### src/rtl/maze_grid_responder.sv
// maze_grid_responder
//   Holds the maze wall map and answers wall-occupancy queries from two
//   ray-casting requesters (port A: horizontal-grid-line finder, port B:
//   vertical-grid-line finder). A query converts a world (x,y) coordinate to a
//   grid cell, bounds-checks it and returns wall/oob flags over a req/ack
//   handshake. Ack follows the sampling edge by two cycles. At most one query
//   completes every three cycles.
//
// Ports
//   clock, reset            rising-edge clock, asynchronous active-high reset
//   load_en/row/data        write one map row per cycle (1 = wall, bit c = column c)
//   qa_req, qa_x, qa_y      port A level request and world coordinate
//   qa_ack, qa_wall, qa_oob port A one-cycle ack and held result flags
//   qb_*                    identical to port A, for port B
module maze_grid_responder #(
    parameter int unsigned GRID_W     = 16,
    parameter int unsigned GRID_H     = 16,
    parameter int unsigned CELL_SHIFT = 6,
    parameter int unsigned COORD_W    = 12
) (
    input  logic                      clock,
    input  logic                      reset,
    input  logic                      load_en,
    input  logic [$clog2(GRID_H)-1:0] load_row,
    input  logic [GRID_W-1:0]         load_data,
    input  logic                      qa_req,
    input  logic [COORD_W-1:0]        qa_x,
    input  logic [COORD_W-1:0]        qa_y,
    output logic                      qa_ack,
    output logic                      qa_wall,
    output logic                      qa_oob,
    input  logic                      qb_req,
    input  logic [COORD_W-1:0]        qb_x,
    input  logic [COORD_W-1:0]        qb_y,
    output logic                      qb_ack,
    output logic                      qb_wall,
    output logic                      qb_oob
);

    localparam int unsigned RowW = $clog2(GRID_H);
    localparam int unsigned ColW = $clog2(GRID_W);

    typedef enum logic [1:0] {
        StIdle,
        StLookup,
        StRespond
    } state_e;

    state_e               state_q;
    logic                 grant_b_q;       // port owning the in-flight query
    logic                 last_grant_b_q;  // port granted most recently
    logic [COORD_W-1:0]   x_q;
    logic [COORD_W-1:0]   y_q;
    logic                 res_wall_q;
    logic                 res_oob_q;
    logic [GRID_W-1:0]    map_q [GRID_H];

    logic                 pick_b;
    logic [COORD_W-1:0]   lk_col;
    logic [COORD_W-1:0]   lk_row;
    logic                 lk_oob;
    logic                 lk_wall;

    // On a tie the port that was not served last wins, so neither starves.
    always_comb begin
        pick_b = qb_req && (!qa_req || !last_grant_b_q);
    end

    // Full-width shifts keep wrapped-negative coordinates large, hence oob.
    always_comb begin
        lk_col  = x_q >> CELL_SHIFT;
        lk_row  = y_q >> CELL_SHIFT;
        lk_oob  = (lk_col >= COORD_W'(GRID_W)) || (lk_row >= COORD_W'(GRID_H));
        lk_wall = 1'b0;
        if (!lk_oob) begin
            lk_wall = map_q[lk_row[RowW-1:0]][lk_col[ColW-1:0]];
        end
    end

    // Map storage runs independently of the FSM; a lookup registering on the
    // same edge as a write still reads the old row.
    always_ff @(posedge clock or posedge reset) begin
        if (reset) begin
            for (int i = 0; i < int'(GRID_H); i++) begin
                map_q[i] <= '0;
            end
        end else if (load_en) begin
            map_q[load_row] <= load_data;
        end
    end

    always_ff @(posedge clock or posedge reset) begin
        if (reset) begin
            state_q        <= StIdle;
            grant_b_q      <= 1'b0;
            last_grant_b_q <= 1'b1;
            x_q            <= '0;
            y_q            <= '0;
            res_wall_q     <= 1'b0;
            res_oob_q      <= 1'b0;
            qa_ack         <= 1'b0;
            qa_wall        <= 1'b0;
            qa_oob         <= 1'b0;
            qb_ack         <= 1'b0;
            qb_wall        <= 1'b0;
            qb_oob         <= 1'b0;
        end else begin
            qa_ack <= 1'b0;
            qb_ack <= 1'b0;
            unique case (state_q)
                StIdle: begin
                    if (qa_req || qb_req) begin
                        grant_b_q      <= pick_b;
                        last_grant_b_q <= pick_b;
                        x_q            <= pick_b ? qb_x : qa_x;
                        y_q            <= pick_b ? qb_y : qa_y;
                        state_q        <= StLookup;
                    end
                end
                StLookup: begin
                    res_wall_q <= lk_wall;
                    res_oob_q  <= lk_oob;
                    state_q    <= StRespond;
                end
                StRespond: begin
                    // Only the granted port's result registers move.
                    if (grant_b_q) begin
                        qb_ack  <= 1'b1;
                        qb_wall <= res_wall_q;
                        qb_oob  <= res_oob_q;
                    end else begin
                        qa_ack  <= 1'b1;
                        qa_wall <= res_wall_q;
                        qa_oob  <= res_oob_q;
                    end
                    state_q <= StIdle;
                end
                default: begin
                    state_q <= StIdle;
                end
            endcase
        end
    end

endmodule

### config.mk
export PLATFORM = sky130hd
export DESIGN_NAME = maze_grid_responder
export DESIGN_NICKNAME = d
export VERILOG_FILES = /design/src/rtl/maze_grid_responder.sv
export SDC_FILE = /design/constraint.sdc
export NUM_CORES = 1
export LEC_CHECK = 0
export ABC_AREA = 0
export CAP_MARGIN = 10
export CORE_AREA = 5 5 137 172
export CTS_BUF_LIST = sky130_fd_sc_hd__clkbuf_8
export DETAILED_ROUTE_END_ITERATION = 16
export DIE_AREA = 0 0 142 177
export PLACE_DENSITY = 0.76
export SLEW_MARGIN = 5
export SYNTH_ARGS = -nofsm -noshare
export SYNTH_HDL_FRONTEND = slang
export SYNTH_SLANG_ARGS = --single-unit
### constraint.sdc
create_clock -name clock -period 27.8 [get_ports clock]
set_input_delay 5.56 -clock clock [delete_from_list [all_inputs] [get_ports clock]]
set_output_delay 5.56 -clock clock [all_outputs]
set_load 0.02 [all_outputs]
Yosys cells after proc, flatten, opt, wreduce, memory -nomap -nowiden. Index checks and enable logic that the tools add are counted.

Bits in registers: 292. Input bits: 73.

$lt $le $gt $ge: 6. Bitwise operators: 3. Reductions and logical operators: 11. Muxes and demuxes: 17. Equality and inequality tests: 3.

Operators by type and width (number): $bwmux 256 (1); $bmux 16 s4 (1); $demux 16 s4 (1); $mux 16 (3); $mux 12 (2); $ge 6x5->1 const B (2); $ge 5x5->1 const B (2); $not 4->5 (2); $mux 1 (6); $reduce_and 2->1 (3); $lt 4x5->1 const B (1); $lt 5x1->1 const B (1); $bmux 1 s4 (1); $pmux 2 s2 (1); $logic_or 1x1->1 (3); $eq 2x1->1 const B (1); $eq 2x2->1 const B (1); $logic_and 1x1->1 (2); $logic_not 1->1 (2); $logic_not 2->1 (1); $mux 2 (1); $ne 2x2->1 const B (1); $not 1->1 (1).

Longest topological paths before layout. Gate-level depths: netlist (run 1).

Depth after elaboration: 7. Gate-level depth with buffers: 10. Depth with buffers taken out: 7.

Worst setup path before layout (run 1). No wires, ideal clock.

Path type: input to register. Start point: input port load_row[2]. End point: register map_q[192] (netlist bit). Stages on the path: 5. Buffers on the path: 2. Arrival: 7013 ps. Slack: 20662 ps. Cell sequence: nor3b_1 -> nor2b_1 -> clkbuf_1 -> buf_1 -> mux2_2.

Word-level cells in the longest chain between the ends: 6. Elaborated cells on any way between the ends: 7. Classes of those cells: order compare (2); mux (3); bitwise (1); reduce/logical (1).

RTL lines: from (decl) (line 24) `input logic [$clog2(GRID_H)-1:0] load_row,`; $not 4->5 (not written as such) (*) (line 88) `map_q[load_row] <= load_data;`; $ge 5x5->1 (not written as such) or $lt 5x1->1 (tied branches) (line 88); $logic_and 1x1->1 (not written as such) (line 88); $mux 16 (not written as such) (line 88); $demux 16 s4 (*) (line 88); $bwmux 256 (*) (line 88); to (signal, indexed assignment) (line 88); to (decl) (line 56) `logic [GRID_W-1:0] map_q [GRID_H];`.

Every way passes the cells marked *; elsewhere a longest branch is shown, timed or not. A chain may end at the register's enable or synchronous reset.

==> run metrics, run 1 <==
post-route DRC violation count=0; Detail Placement HPWL=18.75 mm; family with the most delay on the worst path=simple AND/OR/NAND/NOR gates; number of nets in the layout=994; vias in the first global route=8,603; Pleak=6.247 nW; worst flop-to-flop path startpoint=y_q[6]; number of clock sinks=280; number of design-rule violations left by the first detailed-router iteration=615; Hold Path End=map_q[162]; ys async rst share=100.0%; fraction of the mapped netlist area in adder cells=0%; placeable core area=21,830 um^2; post-synthesis net count=945; EDFF count, synth=0; hold-fix buffers at CTS=0; initial cell density of the core=58.70%; number of standard cells in the final layout excluding fillers=1,238; crit-path max cell delay=780 ps; global-route wire length before repair=48.49 mm; Arr. time, crit path=7790 ps; post-cts sizing count=0; initial antenna violation count=0; max-cap check violation count=0; area of the die=25,130 um^2; TritonCTS clock tree=done; synthesized-area fraction occupied by and/or/nand/nor cells=3.935%; CP required=28,210 ps; number of buffers inserted during clock tree synthesis=43; postcts setup bufs=0; Crit Reg-Reg Endpoint=res_wall_q; Critical path buffers and inverters=1; maximum VDD drop=0.00006368 V; hold path cells=1; largest net degree at the start of global routing=130; minimum clock period after layout=7378 ps; share of cell area taken by muxes after synthesis=35.34%; routed wire length per instance=24.22 um; worst-case reg-to-reg path depth=7; run status=complete, no violations; share of the clock period used by the worst path=26.54%; DR vias/cell=6.238; final critical-path setup slack=20,420 ps; diode insertion count for antenna repair=0; Skew-Pair Late Insertion Delay=540 ps; reg-to-reg slack, setup=24,320 ps; maximum level of the CTS H-tree=2; row cnt=61; DRT Wirelength=29.99 mm; DP Cell Count=1,158; final count of hold timing violations=0; Slew Viols, Final=0; depth of the critical timing path with buffers and inverters included=4; average instance area after synthesis=14.69 um^2; combinational family with the most area after synthesis=multiplexers; deepest clock path buffer count=3; f_max=135.5 MHz; GPL Wtd Cong=0.8051; Worst Tran Pin Value=1220 ps; number of detailed-routing iterations run before antenna repair=4; Area Overhead vs Synth=12.75%; worst rel slew slack=18.65%; worst-case clock skew=14.02 ps; number of top-level pins=79; cell count after synthesis=872; maximum fanout encountered on the critical timing path=16; cell at the root of the clock tree=sky130_fd_sc_hd__clkbuf_8; worst setup slack before clock tree synthesis=19,830 ps; global-route total usage across every layer=24.99%; sequential share of the synthesized area=54.69%; total via count after detailed routing=7,723; clock input transition at the sequential cells of the worst setup and hold paths=60 ps; crit-path cells=clkdlybuf4s50_1 > nor3b_1 > nand2_1 > mux2_2; Detail Route Antenna Nets=0; xor/xnor cell area share of the yosys netlist=0%; ratio of cells with drive above 1 in the final layout=42.93%; combined area of all synthesized cells=12,810 um^2; number of different library cells in the post-synthesis netlist=47; slowest CP cell=sky130_fd_sc_hd__nand2_1; aggregate negative setup slack=0 ps; Hold Path Class=flip-flop to flip-flop; Critical Path Source Type=primary input; Die Span X=142 um; areal power density over the cells=92.81 nW/um^2; Worst Setup End Kind=flip-flop; I/O Buffers=54; unrepaired setup endpoints after global routing=false; placement-stage cell area=13,550 um^2; Synth Warn #=0; final hold slack=499.4 ps; launch point of the critical path=load_en; global-route congestion overflow total=0; beginning of the worst hold path=map_q[162]; prevailing post-synth register cell=sky130_fd_sc_hd__dfrtp_1; kind of critical path=primary input to flip-flop; Setup-failing EPs final=0; cell area after layout=14,450 um^2; number of register bits inferred by synthesis=280; y dimension of the die=177 um; share of the synthesized area in compound gates (AO/OA/AOI/OAI)=3.222%
where the power goes:
group          switching, mW  internal (mW)
Combinational          0.195          0.220
Clock                  0.156          0.185
Sequential            0.0753          0.510
Total                  0.426          0.915
placed cells by master (no fill, tap or decap), types with 19 or more instances in the layout:
| master | Yosys | layout |
|---|---|---|
| sky130_fd_sc_hd__buf_4 | 1 | 19 |
| sky130_fd_sc_hd__nor2_1 | 33 | 25 |
| sky130_fd_sc_hd__mux2_2 | 261 | 261 |
| sky130_fd_sc_hd__nand2_1 | 19 | 19 |
| sky130_fd_sc_hd__clkdlybuf4s50_1 | 0 | 54 |
| sky130_fd_sc_hd__a21oi_1 | 19 | 19 |
| sky130_fd_sc_hd__dfrtp_1 | 279 | 277 |
| sky130_fd_sc_hd__clkbuf_8 | 0 | 54 |
| sky130_fd_sc_hd__inv_1 | 7 | 22 |
| sky130_fd_sc_hd__mux4_2 | 50 | 50 |
| sky130_fd_sc_hd__mux2i_1 | 41 | 41 |
sequential cells by signal (all words and copies together), names as in the netlist, 2 cells and up:
register and flops:
y_q 6, state_q 2, x_q 6, map_q 256
synthesized netlist by cell type, drive strengths merged, types with 2 or more instances:
master | count | share of area [%]
o22ai | 7 | 0.34
nand2 | 19 | 0.56
buf | 21 | 1.2
nand3b | 3 | 0.18
o221ai | 8 | 0.55
a2111oi | 2 | 0.19
or3 | 4 | 0.20
nand3 | 11 | 0.43
a31oi | 2 | 0.098
nor2 | 33 | 0.97
nand2b | 9 | 0.44
o311ai | 2 | 0.14
a21oi | 19 | 0.74
nand4 | 2 | 0.098
nor2b | 4 | 0.20
mux4 | 52 | 9.2
dfrtp | 279 | 54
a22oi | 5 | 0.29
mux2 | 261 | 23
inv | 7 | 0.21
o211ai | 2 | 0.12
nor4 | 4 | 0.24
nor4b | 3 | 0.21
o21ai | 2 | 0.078
a211oi | 4 | 0.23
nor3 | 5 | 0.20
mux2i | 41 | 3.2
clkbuf | 49 | 1.4
nor3b | 2 | 0.12
through the flow:
step | utilization (%) | power, mW
finish | 66.19 | 1.341
global route | 66.19 | 1.413
CTS | 66.12 | 1.351
detailed placement | 62.08 | 1.008
global placement | 62.08 | 0.9824
floorplan | - | 0.8974
how the worst max path moves through the flow:
stage | endpoint
finish | map_q[240]
global route | y_q[6]
CTS | y_q[6]
detailed placement | y_q[6]
global placement | y_q[6]
floorplan | grant_b_q
final cells by class:
class / instances / area [um^2]
multi-input combinational: 515 / 5468
timing repair buffer: 74 / 698.2
inverter: 7 / 33.78
tap: 283 / 354.1
clock inverter: 25 / 137.6
fill: 1604 / 7381
sequential: 280 / 7013
clock buffer: 54 / 743.2
layer usage:
layer | GRT usage (%) | wire length (um)
met1 | 32.51 | 11760
met2 | 42.89 | 15540
met3 | 3.757 | 1632
met4 | 8.840 | 1047
met5 | 0 | 0
cells by family (layout without fill, tap and decap cells):
group / count (synthesis) / count (layout)
AND/OR/NAND/NOR: 101 / 101
multiplexers: 354 / 354
buffers and inverters: 77 / 160
flip-flops: 280 / 280
AO/OA/AOI/OAI: 60 / 60
(Power assumes the default switching activity.)
==> run 2, diff against run 1 <==
- CORE_AREA: 5 5 137 172 -> 5 5 142 178
- DIE_AREA: 0 0 142 177 -> 0 0 147 183
- PLACE_DENSITY: 0.76 -> 0.74
- clock period: 27.8 -> 6.1 ns (I/O delays scaled with it)
==> run 2 against run 1 <==
Routed wire length fell by 4.2%. Sequential power grew to 4.6 times the previous value. Final cell count is essentially flat. Clock skew increased by 5.9 ps. Flip-flop and latch count unchanged. Combinational power increased to 4.5 times the previous value. Die area up 7.0%. Setup slack worse by 18000 ps. Total power grew to 4.5 times the previous value. Core utilization decreased by 4.5 points. Critical path type is now flip-flop to flip-flop. Largest cell class unchanged.
==> run metrics, run 2 (synthesis gave the netlist of run 1 again) <==
cell at the root of the clock tree=sky130_fd_sc_hd__clkbuf_8; initial cell density of the core=54.73%; slowest CP cell=sky130_fd_sc_hd__dfrtp_4; global-route congestion overflow total=0; diode insertion count for antenna repair=0; launch point of the critical path=y_q[6]; commonest non-fill, non-tap cells in the layout=sky130_fd_sc_hd__dfrtp_1, sky130_fd_sc_hd__mux2_2, sky130_fd_sc_hd__clkbuf_8; TritonCTS clock tree=done; Critical Path Source Type=flip-flop; flip-flop count of the largest register after layout=256; hold-fix buffers at CTS=0; Setup-failing EPs final=0; GPL Wtd Cong=0.7577; multi-input combinational cell area=5470 um^2; Die Span X=147 um; share of the clock period used by the worst path=52.71%; worst-case clock skew=19.88 ps; Detail Route Antenna Nets=0; number of buffers inserted during clock tree synthesis=44; number of design-rule violations left by the first detailed-router iteration=511; capturing instance or port of the critical path=res_wall_q; number of top-level pins=79; Area Overhead vs Synth=12.62%; number of nets in the layout=992; reg-to-reg slack, setup=2880 ps; Skew-Pair Late Insertion Delay=540 ps; depth of the critical timing path with buffers and inverters included=7; clock input transition at the sequential cells of the worst setup and hold paths=70 ps; CP required=6520 ps; ratio of cells with drive above 1 in the final layout=42.56%; Worst Tran Pin Value=1253 ps; area of the die=26,900 um^2; Pleak=6.228 nW; most frequent standard cell in the layout excluding fill and tap cells=sky130_fd_sc_hd__dfrtp_1; maximum fanout encountered on the critical timing path=43; DR vias/cell=6.082; Hold Path Class=flip-flop to flip-flop; Crit Reg-Reg Endpoint=res_wall_q; areal power density over the cells=420.1 nW/um^2; maximum level of the CTS H-tree=2; worst flop-to-flop path startpoint=y_q[6]; Worst Setup End Kind=flip-flop; post-route DRC violation count=0; Final Util=61.64%; number of standard cells in the final layout excluding fillers=1,239; Critical path buffers and inverters=1; register bank with the most flops=map_q; f_max=311.0 MHz; maximum VDD drop=0.0001934 V; Slew Viols, Final=0; global-route wire length before repair=46.40 mm; global-route total usage across every layer=21.95%; vias in the first global route=8,208; post-cts sizing count=0; final count of hold timing violations=0; number of detailed-routing iterations run before antenna repair=4; initial antenna violation count=0; placeable core area=23,410 um^2; postcts setup bufs=0; I/O Buffers=54; Arr. time, crit path=3640 ps; family with the most delay on the worst path=flip-flops; row cnt=63; largest registers ranked by flip-flop count=map_q: 256 flops, x_q: 6 flops, y_q: 6 flops; kind of critical path=flip-flop to flip-flop; largest net degree at the start of global routing=123; y dimension of the die=183 um; aggregate negative setup slack=0 ps; total via count after detailed routing=7,536; worst rel slew slack=16.41%; crit-path max cell delay=920 ps; Detail Placement HPWL=17.49 mm; max-cap check violation count=0; worst-case reg-to-reg path depth=7; DP Cell Count=1,165; run status=complete, no violations; minimum clock period after layout=3216 ps; area of all sequential standard cells=7013 um^2; deepest clock path buffer count=3; DRT Wirelength=28.74 mm; number of clock sinks=280; Layout fillers=1,761; routed wire length per instance=23.19 um; crit-path cells=buf_4 > mux4_2 > a22oi_1 > a31oi_1 > nor4_1 > nor3_1 > or3_1; unrepaired setup endpoints after global routing=false
-- run 2: final cells by class --
type                       count  area share [%]
clock buffer                  58           5.532
clock inverter                16          0.4162
inverter                       7          0.2081
multi-input combinational    515           37.91
sequential                   280           48.60
tap                          292           2.532
timing repair buffer          71           4.804
-- run 2: report_power, final --
group | internal [mW] | switching, mW
registers | 2.32 | 0.345
clock network | 0.840 | 0.697
logic | 1.01 | 0.851
total | 4.17 | 1.89
-- run 2: stage by stage --
step / cell area, um^2 / setup slack, ps / hold slack [ps] / total power, mW
2_1_floorplan: 12820 / 1174 / 462.2 / 4.090
3_3_place_gp: 13570 / 2577 / 480.8 / 4.499
3_5_place_dp: 13570 / 2530 / 488.3 / 4.566
4_1_cts: 14430 / 2818 / 501.8 / 6.114
5_1_grt: 14430 / 2627 / 510.8 / 6.397
6_report: 14430 / 2884 / 499.1 / 6.062
-- run 2: worst min path at each step --
stage | slack [ps] | cells past startpoint | from | to
3_3_place_gp | 480 | 1 | map_q[226] | map_q[226]
4_1_cts | 500 | 1 | map_q[127] | map_q[127]
6_report | 500 | 1 | map_q[127] | map_q[127]
3_5_place_dp | 490 | 1 | map_q[127] | map_q[127]
5_1_grt | 510 | 1 | map_q[134] | map_q[134]
2_1_floorplan | 460 | 1 | grant_b_q | qa_ack
-- run 2: metal layers --
metal | GRT usage (%) | part of all wire [%]
met2 | 36.81 | 50
met4 | 6.416 | 2.5
met3 | 4.226 | 5.4
met1 | 29.54 | 42
met5 | 0 | 0
==> run 3, diff against run 2 <==
- CORE_AREA: 5 5 142 178 -> 5 5 137 172
- DIE_AREA: 0 0 147 183 -> 0 0 142 177
- PLACE_DENSITY: 0.74 -> 0.76
- clock period: 6.1 -> 3.1 ns (I/O delays scaled with it)
==> run 3 against run 2 <==
Maximum frequency up 15%. Global-route usage up 3.0 points. Non-clock buffer count up 23. Combinational power up 110%. Critical path depth up 2. Sequential power up 95%. Final cell count up 1.6%. Count of clock-buffer cells in the layout up 3. Critical path type unchanged.
==> run metrics, run 3 (synthesis gave the netlist of run 1 again) <==
run status=complete, no violations; Area Overhead vs Synth=15.07%; clock input transition at the sequential cells of the worst setup and hold paths=60 ps; Setup-failing EPs final=0; postcts setup bufs=0; post-cts sizing count=0; GR Util met1=31.75%; share of the clock period used by the worst path=90.50%; deepest clock path buffer count=3; family with the most delay on the worst path=simple AND/OR/NAND/NOR gates; cell at the root of the clock tree=sky130_fd_sc_hd__clkbuf_8; number of nets in the layout=1,015; worst rel slew slack=55.65%; diode insertion count for antenna repair=0; Critical path buffers and inverters=2; maximum fanout encountered on the critical timing path=18; global-route congestion overflow total=0; total via count after detailed routing=7,911; most frequent standard cell in the layout excluding fill and tap cells=sky130_fd_sc_hd__dfrtp_1; Detail Placement HPWL=19.71 mm; global-route total usage across every layer=24.94%; Slew Viols, Final=0; CP required=3580 ps; DP Cell Count=1,179; number of clock sinks=280; cell area after layout=14,740 um^2; kind of critical path=flip-flop to flip-flop; crit-path max cell delay=670 ps; slowest CP cell=sky130_fd_sc_hd__dfrtp_4; Worst Setup End Kind=flip-flop; Arr. time, crit path=3290 ps; TritonCTS clock tree=done; unrepaired setup endpoints after global routing=false; met2 track utilization from global routing=42.95%; f_max=356.5 MHz; final hold slack=500.3 ps; Worst Tran Pin Value=664.5 ps; initial antenna violation count=0; largest net degree at the start of global routing=86; most crowded layer after global routing=met2; minimum clock period after layout=2805 ps; worst-case clock skew=18.63 ps; register bank with the most flops=map_q; Layout fillers=1,543; row cnt=61; met3 Track Usage GR=4.135%; total power consumption of the routed design=12.37 mW; maximum level of the CTS H-tree=2; post-route DRC violation count=0; largest registers ranked by flip-flop count=map_q: 256 flops, x_q: 6 flops, y_q: 6 flops; ratio of cells with drive above 1 in the final layout=44.06%; area of all sequential standard cells=7013 um^2; commonest non-fill, non-tap cells in the layout=sky130_fd_sc_hd__dfrtp_1, sky130_fd_sc_hd__mux2_2, sky130_fd_sc_hd__clkbuf_8; Hold Path Class=flip-flop to flip-flop; Skew-Pair Late Insertion Delay=540 ps; Critical Path Source Type=flip-flop; number of top-level pins=79; number of design-rule violations left by the first detailed-router iteration=557; DRT Wirelength=30.29 mm; number of standard cells in the final layout excluding fillers=1,259; Pleak=6.410 nW; global-route wire length before repair=48.31 mm; placeable core area=21,830 um^2; vias in the first global route=8,753; crit-path cells=buf_12 > buf_4 > or3b_2 > o22ai_1 > nor4b_1 > o211ai_1 > nand4_1 > nor3_1 > or3_1; number of buffers inserted during clock tree synthesis=44; I/O Buffers=54; DR vias/cell=6.284; Die Span X=142 um; Detail Route Antenna Nets=0; flip-flop count of the largest register after layout=256; multi-input combinational cell area=5463 um^2; hold-fix buffers at CTS=0; placement-stage cell area=13,800 um^2; y dimension of the die=177 um; areal power density over the cells=839.1 nW/um^2; routed wire length per instance=24.06 um; number of detailed-routing iterations run before antenna repair=5; GPL Wtd Cong=0.8385; initial cell density of the core=58.70%; maximum VDD drop=0.0004194 V; final count of hold timing violations=0; max-cap check violation count=0; area of the die=25,130 um^2
-- run 3: cell types whose count changed in the layout (fill, tap and decap cells not counted) --
cell                         before  now
sky130_fd_sc_hd__inv_1           22   21
sky130_fd_sc_hd__nor2_2           9    6
sky130_fd_sc_hd__buf_12           2    8
sky130_fd_sc_hd__clkbuf_8        58   61
sky130_fd_sc_hd__clkinvlp_4       1    2
sky130_fd_sc_hd__nor2_1          24   27
sky130_fd_sc_hd__bufinv_16        0    1
sky130_fd_sc_hd__buf_4           15   32
sky130_fd_sc_hd__clkinv_2         0    2
-- run 3: power by group --
group	switching (mW)	internal, mW
Sequential	0.642	4.57
Combinational	1.83	2.10
Clock	1.40	1.83
Total	3.87	8.50
-- run 3: stage by stage --
step	setup TNS, ps	utilization (%)	setup slack [ps]
after global routing	0	67.55	209.7
after detailed placement	0	63.22	316.3
after CTS	0	67.55	323.4
after global placement	0	63.22	290.1
after floorplan	-342430	-	-1227
final	0	67.55	294.6
-- run 3: worst register-to-register path, stage by stage, from the launching register on --
cell and delay (ps):
sky130_fd_sc_hd__dfrtp_4 670, sky130_fd_sc_hd__buf_12 250, sky130_fd_sc_hd__buf_4 300, sky130_fd_sc_hd__or3b_2 500, sky130_fd_sc_hd__o22ai_1 260, sky130_fd_sc_hd__nor4b_1 100, sky130_fd_sc_hd__o211ai_1 100, sky130_fd_sc_hd__nand4_1 120
sky130_fd_sc_hd__nor3_1 290, sky130_fd_sc_hd__or3_1 150
-- run 3: area by class of cell --
cell class / count / area share (%)
Clock buffer: 61 / 5.694
Timing Repair Buffer: 94 / 6.382
Sequential cell: 280 / 47.56
Inverter: 7 / 0.2037
Multi-Input combinational cell: 515 / 37.05
Tap cell: 283 / 2.402
Clock inverter: 19 / 0.7043
-- run 3: path summary, 6_finish.rpt --
kind / start / end / slack (ps) / cells after the start
worst max-delay path: y_q[6] / res_wall_q / 290 / 9
worst min register to register: map_q[194] / map_q[194] / 500 / 1
min in group asynchronous: reset / y_q[10] / 510 / 2
worst max register to register: y_q[6] / res_wall_q / 290 / 9
worst min-delay path: map_q[194] / map_q[194] / 500 / 1
max in group asynchronous: reset / map_q[183] / 1720 / 3
-- run 3: layer usage --
| metal | up-vias | part of all wire, % |
|---|---|---|
| li1 | 3381 | - |
| met1 | 4223 | 40 |
| met2 | 236 | 52 |
| met3 | 71 | 4.8 |
| met4 | 0 | 3.4 |
| met5 | - | 0 |
==> RTL change 1 (flow settings as in run 1) <==
The 3 states of `state_e` get a one-hot encoding in 3 bits.
--- a/src/rtl/maze_grid_responder.sv
+++ b/src/rtl/maze_grid_responder.sv
@@ -40,10 +40,10 @@
     localparam int unsigned RowW = $clog2(GRID_H);
     localparam int unsigned ColW = $clog2(GRID_W);
 
-    typedef enum logic [1:0] {
-        StIdle,
-        StLookup,
-        StRespond
+    typedef enum logic [2:0] {
+        StIdle    = 3'b001,
+        StLookup  = 3'b010,
+        StRespond = 3'b100
     } state_e;
 
     state_e               state_q;
Formal check against the unedited RTL: same outputs for any inputs over 4 cycles, from zero or initial values and one cycle with reset high; so few cycles prove little.
==> RTL change 1 against run 1 <==
Design area decreased by 0.56%. Worst setup slack got worse by 0.74 ns. Non-clock buffer count decreased by 3. Global-route usage decreased by 0.57 points. Utilization decreased by 0.37 points. Clock power decreased by 4%. Fmax decreased by 9.2%. Wire length decreased by 2.4%. Sequential cell count increased by 1. Worst hold slack improved by 0.0024 ns. Power decreased by 1.0%. Area after synthesis about the same. Largest power group unchanged. Highest routed layer unchanged.
==> RTL change 1: results (changes against run 1) <==
[drt]
via_count = 7454  ; -3.5%
drt_iter0_markers = 492  ; -20%

[timing]
relSlewSlack_pct = 14.6  ; -4.0 points

[finish]
nets = 961  ; -3.3%
fillers = 1555  ; -3.1%

[global_route]
grtUsageMet1_pct = 32.3  ; -0.18 points
grt_pass1_vias = 8601  ; -0.023%
globalRouteMet3Util_pct = 3.59  ; -0.16 points
use_met2_pct = 41.3  ; -1.6 points
grt.total_usage_pct = 24.4  ; -0.57 points

[synth]
synth_compound_area_share_pct = 2.74  ; -0.49 points
yosysSeqAreaShare_pct = 55.0  ; +0.26 points
synth_commonest_cells = 279 x dfrtp_1, 268 x mux2_2, 62 x mux4_2
synth_cell_type_count = 46  ; -2.1%
synth_nets = 911  ; -3.6%

[placed_design]
gp_congestion = 0.782  ; -2.9%
dp_hpwl_um = 18300  ; -2.2%
dpl_cell_area_sq_mm = 0.0135  ; -0.14%

[hold_path]
whs_endpoint = map_q[80]
min-delay-start = map_q[80]

[setup_path]
r2r_cells = 6  ; -1
crit_fanout = 110  ; +94
ff2ff_setup_slack_ns = 24.26  ; -0.06 ns
cp-endpoint = map_q[221]
worstSetupStartpoint = reset

[clock_network]
clk_latency_ns = 0.56  ; +0.02 ns

[pwr]
pwr-share-seq_pct = 44.0  ; +0.4 points
intPower_w = 0.000917  ; +0.21%
p_leak_nw = 6.14  ; -1.8%
powerClk_w = 0.000328  ; -4%

[run_status]
outcome = finished clean

==> RTL change 1: stage by stage <==
step	std cells	total power (W)	hold WS, ns	setup slack, ns
floorplan	838	0.000896	0.449	14.49
global placement	1126	0.000982	0.476	19.17
detailed placement	1126	0.00101	0.491	18.97
CTS	1202	0.00134	0.503	19.55
global route	1202	0.00140	0.517	19.15
finish	1202	0.00133	0.502	19.68
==> RTL change 1: worst max-delay path, stage by stage <==
cell and delay (ns):
clkdlybuf4s50_1 0.49, inv_8 0.52, buf_4 0.93, buf_4 0.96
==> RTL change 1: final cells by class <==
type	count	area, sq um	area share, %
clock buffers	53	729	5.08
clock inverters	23	104	0.723
inverters	7	33.8	0.235
multi-input cells	484	5440	37.9
flip-flops and latches	281	7040	49.0
well taps	283	354	2.46
repair buffers	71	668	4.65
==> RTL change 1: layer usage <==
metal | vias to the layer above | part of all wire [%]
met1 | 3989 | 40
met5 | - | 0
met2 | 193 | 52
met3 | 59 | 4.4
met4 | 0 | 2.8
li1 | 3213 | -
==> RTL change 2 (flow settings as in run 1) <==
Made on the original files. Set the parameter `COORD_W` to 10 (it was 12).
--- a/src/rtl/maze_grid_responder.sv
+++ b/src/rtl/maze_grid_responder.sv
@@ -16,7 +16,7 @@
     parameter int unsigned GRID_W     = 16,
     parameter int unsigned GRID_H     = 16,
     parameter int unsigned CELL_SHIFT = 6,
-    parameter int unsigned COORD_W    = 12
+    parameter int unsigned COORD_W    = 10
 ) (
     input  logic                      clock,
     input  logic                      reset,
Ports: changed (resized qa_x, qa_y, qb_x and qb_y); port bits go from 79 to 71. The function was not compared with the original's and may differ.
==> RTL change 2 against run 1 <==
Clock skew decreased by 0.0050 ns. Worst setup slack worse by 0.66 ns. Design area shrank 2.8%. Sequential cell count down 7. Area after synthesis fell by 1.8%. Power is 4.0% lower. Combinational power is 1% lower. Worst hold slack worse by 0.035 ns. Critical endpoint is now y_q[7]. Via count down 3.4%. Global-route usage is 0.81 points lower. Clock power fell by 6.5%. Die area unchanged. Wire length decreased by 2.3%.
==> RTL change 2: results (changes against run 1) <==
[timing]
fin_worst_skew_ns = 0.00905  ; -0.00497 ns
tightest_slew_ns = 1.25  ; +0.0314 ns

[synth]
yosysSeqAreaShare_pct = 54.3  ; -0.41 points
synth_commonest_cells = 272 x dfrtp_1, 258 x mux2_2, 44 x clkbuf_1
avgSynthCellArea_sq_um = 14.9  ; +1.3%
synth_cell_type_count = 52  ; +11%
yosysWarnings = 0  ; unchanged
synthArstFlopShare_pct = 100  ; unchanged
yosys-top-cells-area = dfrtp_1 54%, mux2_2 23%, mux4_2 6.6%

[clock_network]
cts_buffers = 42  ; -2.3%
clockRootBuffer = clkbuf_8
cts.path.max_buffers = 3  ; unchanged
ctsResizeCount = 0  ; unchanged
post_cts_buffers = 0  ; unchanged
clkTransAtPathRegs_ns = 0.06  ; about the same
clk_latency_ns = 0.53
h-tree-depth = 2  ; unchanged

[hold_path]
hold_path_class = register to register
hold_depth = 1  ; unchanged

[global_route]
grt.overflow.total = 0  ; unchanged
grt.total_usage_pct = 24.2  ; -0.81 points
grt_pass1_wl_um = 46800  ; -3.5%
grt_max_degree = 121  ; -6.9%
grt_pass1_vias = 8209  ; -4.6%
antenna_found_initial = 1  ; +1

[finish]
reg_top3 = map_q x256, x_q x4, y_q x4
nets = 952  ; -4.2%
drive_gt1_share_pct = 41.9  ; -1.0 points
final_cell_count_no_fill = 1196  ; -3.4%

[setup_path]
r2r-start = y_q[6]
cpMaxStageDelayCell = buf_4
cp-endpoint = y_q[7]
cp.arrival_ns = 8.48  ; +0.69 ns
worstSetupStartpoint = reset
ff2ff_setup_slack_ns = 24.44  ; +0.12 ns
critPathMaxStageDelay_ns = 0.92  ; +0.14 ns
crit_fanout = 120  ; +104
r2r_cells = 7  ; unchanged
timing.rr.end = res_wall_q

[drt]
totalWireLength_um = 29300  ; -2.3%
via_count = 7463  ; -3.4%
drt_iter0_markers = 500  ; -19%
dr.pass1.iters = 4  ; unchanged

[placed_design]
dp_cells = 1126  ; -2.8%
gp_congestion = 0.811  ; +0.76%
numPortBuffers = 44  ; -19%
dp_hpwl_um = 17900  ; -4.3%

[pwr]
irDropWorstVdd_mv = 0.0516  ; -19%
p_leak_nw = 6.14  ; -1.7%

[run_status]
outcome = finished clean

-- RTL change 2: where the power goes --
group	internal (W)	total, W	switching, W	leakage (nW)
sequential	0.000497	0.000559	0.0000627	3.34
clock	0.000170	0.000319	0.000149	0.459
combinational	0.000214	0.000409	0.000196	2.34
-- RTL change 2: area by class of cell --
type | instances | area, sq um
inverter | 5 | 26.3
sequential | 273 | 6840
multi-input combinational | 502 | 5450
antenna | 1 | 2.50
timing repair buffer | 63 | 583
clock inverter | 16 | 70.1
clock buffer | 53 | 729
tap | 283 | 354
fill | 1609 | 7780
-- RTL change 2: per-layer routing --
layer | track usage (%) | vias up | part of all wire (%)
li1 | - | 3250 | -
met1 | 31.2 | 3967 | 41
met2 | 41.0 | 189 | 51
met3 | 4.41 | 57 | 4.6
met4 | 8.96 | 0 | 3.3
met5 | 0 | - | 0
-- RTL change 2: worst min path at each step --
stage / slack [ns] / to / start
finish: 0.46 / qa_ack / grant_b_q
global route: 0.50 / qa_ack / grant_b_q
CTS: 0.47 / qa_ack / grant_b_q
detailed placement: 0.46 / qa_ack / grant_b_q
global placement: 0.44 / qa_ack / grant_b_q
floorplan: 0.42 / qa_ack / grant_b_q
-- RTL change 2: cells by family after synthesis --
kind of cell           share of synthesized area (%)
AOI/OAI and AO/OA                               3.51
DFF                                             54.3
muxes                                           35.6
other                                         0.0298
buffers and inverters                           2.83
and+or+nand+nor                                 3.73
-- RTL change 2: critical path: cells and delay by family --
| family | cells | cell delay (ns) |
|---|---|---|
| buf+inv | 4 | 2.81 |
-- RTL change 2: through the flow --
step / hold WS [ns] / power (W) / setup slack, ns / area (sq um) / utilization, %
final: 0.465 / 0.00129 / 19.76 / 14000 / 64.4
after global routing: 0.496 / 0.00136 / 19.19 / 14000 / 64.4
after CTS: 0.466 / 0.00129 / 19.62 / 14000 / 64.3
after detailed placement: 0.460 / 0.000975 / 19.05 / 13200 / 60.7
after global placement: 0.441 / 0.000952 / 19.24 / 13200 / 60.7
after floorplan: 0.423 / 0.000872 / 14.72 / 12600 / -
